--- config.mk ---
export PLATFORM = sky130hd
export DESIGN_NAME = simple_circuit_arbiter
export DESIGN_NICKNAME = d
export VERILOG_FILES = /design/src/rtl/simple_circuit_arbiter.sv
export SDC_FILE = /design/constraint.sdc
export NUM_CORES = 1
export LEC_CHECK = 0
export BUFFER_PORTS_ARGS = -buffer_cell sky130_fd_sc_hd__buf_2
export CORE_MARGIN = 5
export CORE_UTILIZATION = 48
export DETAILED_ROUTE_END_ITERATION = 10
export GPL_ROUTABILITY_DRIVEN = 0
export PLACE_DENSITY = 0.81
export SLEW_MARGIN = 20
export SYNTH_ARGS = -nofsm -noshare
export SYNTH_HDL_FRONTEND = slang
export SYNTH_SLANG_ARGS = --single-unit
--- constraint.sdc ---
create_clock -name clk -period 5.2 [get_ports clk]
set_input_delay 1.04 -clock clk [delete_from_list [all_inputs] [get_ports clk]]
set_output_delay 1.04 -clock clk [all_outputs]
set_load 0.03 [all_outputs]
--- src/rtl/simple_circuit_arbiter.sv ---
// Round-robin arbiter feeding a shared two-stage x=(A&B)|~C, y=~C pipeline; results return tagged with the requester ID.
// Optional SIMPLE_ARB_STATS_EN adds an issue counter and a registered conflict flag.
module simple_circuit_arbiter #(
  parameter int NREQ = 4,
  parameter int IDW  = 2
) (
  input  logic            clk,
  input  logic            rst_n,
  input  logic [NREQ-1:0] req,
  input  logic [NREQ-1:0] op_a,
  input  logic [NREQ-1:0] op_b,
  input  logic [NREQ-1:0] op_c,
  input  logic            hold,
  output logic [NREQ-1:0] gnt,
  output logic            resp_valid,
  output logic [IDW-1:0]  resp_id,
  output logic            resp_x,
  output logic            resp_y,
  output logic            busy
`ifdef SIMPLE_ARB_STATS_EN
  ,
  output logic [15:0]     issue_cnt,
  output logic            conflict
`endif
);

  localparam logic [NREQ-1:0] ONE_HOT0 = {{(NREQ-1){1'b0}}, 1'b1};

  // Returns {found, index} of the first set request at or after ptr, wrapping.
  function automatic logic [IDW:0] pick_first(input logic [NREQ-1:0] r, input logic [IDW-1:0] p);
    logic [IDW:0] res;
    int           idx;
    res = '0;
    for (int k = NREQ - 1; k >= 0; k--) begin
      idx = (int'(p) + k) % NREQ;
      if (r[IDW'(idx)]) begin
        res = {1'b1, IDW'(idx)};
      end else begin
        res = res;
      end
    end
    return res;
  endfunction

  logic [IDW-1:0] ptr_q, ptr_d;
  logic           v1_q, v1_d;
  logic [IDW-1:0] id1_q, id1_d;
  logic           e1_q, e1_d;
  logic           n1_q, n1_d;
  logic           resp_valid_q;
  logic [IDW-1:0] resp_id_q;
  logic           resp_x_q, resp_y_q;
  logic [IDW:0]   pick_s;
  logic           grant_s;
  logic [IDW-1:0] gidx_s;

  // Grant selection, pointer advance and stage-1 capture values.
  always_comb begin
    pick_s  = pick_first(req, ptr_q);
    grant_s = pick_s[IDW] & ~hold;
    gidx_s  = pick_s[IDW-1:0];
    gnt     = '0;
    ptr_d   = ptr_q;
    v1_d    = grant_s;
    id1_d   = id1_q;
    e1_d    = e1_q;
    n1_d    = n1_q;
    if (grant_s) begin
      gnt   = ONE_HOT0 << gidx_s;
      id1_d = gidx_s;
      e1_d  = op_a[gidx_s] & op_b[gidx_s];
      n1_d  = ~op_c[gidx_s];
      if (gidx_s == IDW'(NREQ - 1)) begin
        ptr_d = '0;
      end else begin
        ptr_d = gidx_s + {{(IDW-1){1'b0}}, 1'b1};
      end
    end else begin
      gnt = '0;
    end
  end

  // Pointer, stage-1 and stage-2 pipeline registers.
  always_ff @(posedge clk or negedge rst_n) begin
    if (!rst_n) begin
      ptr_q        <= '0;
      v1_q         <= 1'b0;
      id1_q        <= '0;
      e1_q         <= 1'b0;
      n1_q         <= 1'b0;
      resp_valid_q <= 1'b0;
      resp_id_q    <= '0;
      resp_x_q     <= 1'b0;
      resp_y_q     <= 1'b0;
    end else begin
      ptr_q        <= ptr_d;
      v1_q         <= v1_d;
      id1_q        <= id1_d;
      e1_q         <= e1_d;
      n1_q         <= n1_d;
      resp_valid_q <= v1_q;
      resp_id_q    <= id1_q;
      resp_x_q     <= e1_q | n1_q;
      resp_y_q     <= n1_q;
    end
  end

  assign resp_valid = resp_valid_q;
  assign resp_id    = resp_id_q;
  assign resp_x     = resp_x_q;
  assign resp_y     = resp_y_q;
  assign busy       = v1_q | resp_valid_q;

`ifdef SIMPLE_ARB_STATS_EN
  logic [15:0] issue_cnt_q, issue_cnt_d;
  logic        conflict_q, conflict_d;
  logic        multi_s;

  // More than one requester pending at a grant edge counts as a conflict.
  always_comb begin
    multi_s     = |(req & (req - ONE_HOT0));
    issue_cnt_d = issue_cnt_q;
    if (grant_s) begin
      issue_cnt_d = issue_cnt_q + 16'd1;
    end else begin
      issue_cnt_d = issue_cnt_q;
    end
    conflict_d = grant_s & multi_s;
  end

  // Statistics registers.
  always_ff @(posedge clk or negedge rst_n) begin
    if (!rst_n) begin
      issue_cnt_q <= 16'd0;
      conflict_q  <= 1'b0;
    end else begin
      issue_cnt_q <= issue_cnt_d;
      conflict_q  <= conflict_d;
    end
  end

  assign issue_cnt = issue_cnt_q;
  assign conflict  = conflict_q;
`endif

endmodule
==> reports/results.ini <==
[drt]
dr.first_iter.drc_count = 5
wl_um = 1360
ant_nets = 0
vias_per_cell = 5.11
vias = 547
dr.pass1.iters = 4
drc = 0
wl_per_cell_um = 12.7

[timing]
drv_slew = 0
worst_pin_slew_ns = 0.482
period_needed_ns = 3.56
period_share_pct = 68.5
fmax_ghz = 0.281
fin_skew_ns = 0.000910
hold_viol_final = 0
tns_ns = 0
grt_setup_unrepaired = false
setup_viol = 0
slew-limit-headroom_pct = 67.7

[worst_setup_path]
start_kind = primary input
slowest_delay_ns = 0.46
r2r_start = ptr_q[1]
crit_start = req[3]
crit_chain = buf_2 -> nand2b_1 -> a211oi_1 -> nor2_1 -> inv_1 -> ha_1 -> and2_1 -> buf_2
crit_top_cell = buf_2
crit_arrival_ns = 2.52
worstPathMaxFanout = 4
required_ns = 4.16
cp_slowest_cell = a211oi_1
endpoint_kind = output pin
criticalPathCategory = in2out

[clock_tree]
cts_made_buffers = 3
cts_setup_buffers = 0
htreeDepth = 1
insertion_delay_ns = 0.27
clk_pin_slew_ns = 0.07
cts.sinks = 12
clockBufferDepth = 2
root_buffer = clkbuf_4
cts_tree = built
ctsResizeCount = 0
hold_buffers = 0

[floorplan]
design.die.area_sq_um = 2190
design.core.area_sq_um = 1280
ios = 29
die_x_um = 46.7
start_util_pct = 50.4
row_count = 13
die_y_um = 46.7

[yosys]
ys.flop_type = dfrtp_1
yosysTopAreaCellShare_pct = 46.3
synth_cell_types = 23
syn_area_sq_um = 648
yosys-top-cells-area = dfrtp_1 (46%), ha_1 (7.7%), mux2_2 (6.9%), nand2_1 (4.6%), and2_1 (3.9%)
synthCells = 61
ys_warn_count = 0
synth-edff-count = 0
yosysMostFrequentCell = dfrtp_1
synth_common_cells = dfrtp_1 (12), nand2_1 (8), nor2_1 (6)
ys_seq_area_share_pct = 46.3
synth_area_per_cell_sq_um = 10.6
syn-num-nets = 84
yosys.area.top_type = dfrtp_1
async_flop_share_pct = 100
synth-seq-cells = 12

[cells_and_area]
final_area_sq_um = 836
nets = 116
antenna_cells = 0
drive_gt1_share_pct = 45.7
areaGrowthSynthToFinish_pct = 29.0

[grt]
grt_first_pass_wirelength_um = 2280
grt_usage_pct = 15.0
gr-total-overflow = 0
antenna_found_initial = 0
grt_pass1_vias = 543
grt_max_degree = 13

[run_status]
status = complete, no violations

[power]
vdd_drop_max_v = 0.000285
pwr_density_cell_nw_per_um2 = 414
leakage_nw = 0.429

[placement]
place_area_sq_um = 800
hpwl_um = 1090
portBuffers = 28

[worst_hold_path]
hold_class = reg2reg
hp-start = v1_q

[job]
max_cap_viol_count = 0

==> critical path: cells and delay by family <==
| family | cells | cell delay [ns] |
|---|---|---|
| compound gates | 1 | 0.46 |
| fa+ha+maj | 1 | 0.15 |
| buf+inv | 3 | 0.46 |
| simple gates | 3 | 0.43 |
==> registers in the layout (all words and copies together) (netlist names) <==
register	flops
resp_id	2
resp_valid	1
n1_q	1
e1_q	1
id1_q	2
v1_q	1
ptr_q	2
resp_y	1
resp_x	1
==> layer usage <==
layer | part of all wire (%) | track usage, %
met5 | 0 | 0
met4 | 2.0 | 7.18
met3 | 8.7 | 4.98
met2 | 48 | 24.7
met1 | 41 | 17.7
==> final cells by class <==
| class | count | area, sq um |
|---|---|---|
| Clock buffer | 4 | 36.3 |
| Fill cell | 113 | 449 |
| Inverter | 3 | 11.3 |
| Multi-Input combinational cell | 45 | 329 |
| Sequential cell | 12 | 300 |
| Tap cell | 15 | 18.8 |
| Timing Repair Buffer | 28 | 140 |
==> final timing paths <==
kind | slack, ns | cells after the start | to
worst max-delay path | 1.64 | 8 | gnt[1]
worst min-delay path | 0.37 | 0 | resp_valid
worst max register to register | 3.30 | 4 | n1_q
worst min register to register | 0.37 | 0 | resp_valid
max in group asynchronous | 4.37 | 1 | n1_q
min in group asynchronous | 0.63 | 1 | resp_x
==> placed cells by master, fill, tap and decap left out, types with 2 or more instances in the layout <==
master	synthesis	layout
a21o_1	2	2
and2_1	4	4
buf_2	0	28
clkbuf_4	0	3
dfrtp_1	12	12
ha_1	4	4
inv_1	3	3
mux2_2	4	4
nand2_1	8	8
nand2b_1	2	2
nor2_1	6	6
o2111ai_1	2	2
or2_2	2	2
==> stage by stage <==
stage | total power [mW] | hold slack (ns) | setup slack (ns) | cells | utilization, %
final | 0.346 | 0.368 | 1.64 | 107 | 65.0
after CTS | 0.350 | 0.373 | 1.65 | 107 | 65.0
after detailed placement | 0.275 | 0.356 | 1.65 | 103 | 62.2
after floorplan | 0.233 | 0.346 | 1.96 | 61 | -
after global routing | 0.371 | 0.392 | 1.51 | 107 | 65.0
after global placement | 0.270 | 0.350 | 1.73 | 103 | 62.2
==> where the power goes <==
group	switching, mW	internal, mW	leakage (nW)
logic	0.0851	0.0525	0.266
clock network	0.0300	0.0426	0.0210
registers	0.0171	0.118	0.142
total	0.132	0.213	0.429
==> cell families after synthesis <==
kind of cell / Yosys count / synth area share (%)
buffers and inverters: 4 / 2.90
multiplexers: 5 / 8.49
adder cells (fa/ha/maj): 4 / 7.72
AO/OA/AOI/OAI: 11 / 15.8
AND/OR/NAND/NOR: 25 / 18.7
flip-flops: 12 / 46.3
Note: power is estimated with default switching activity, not from simulation.
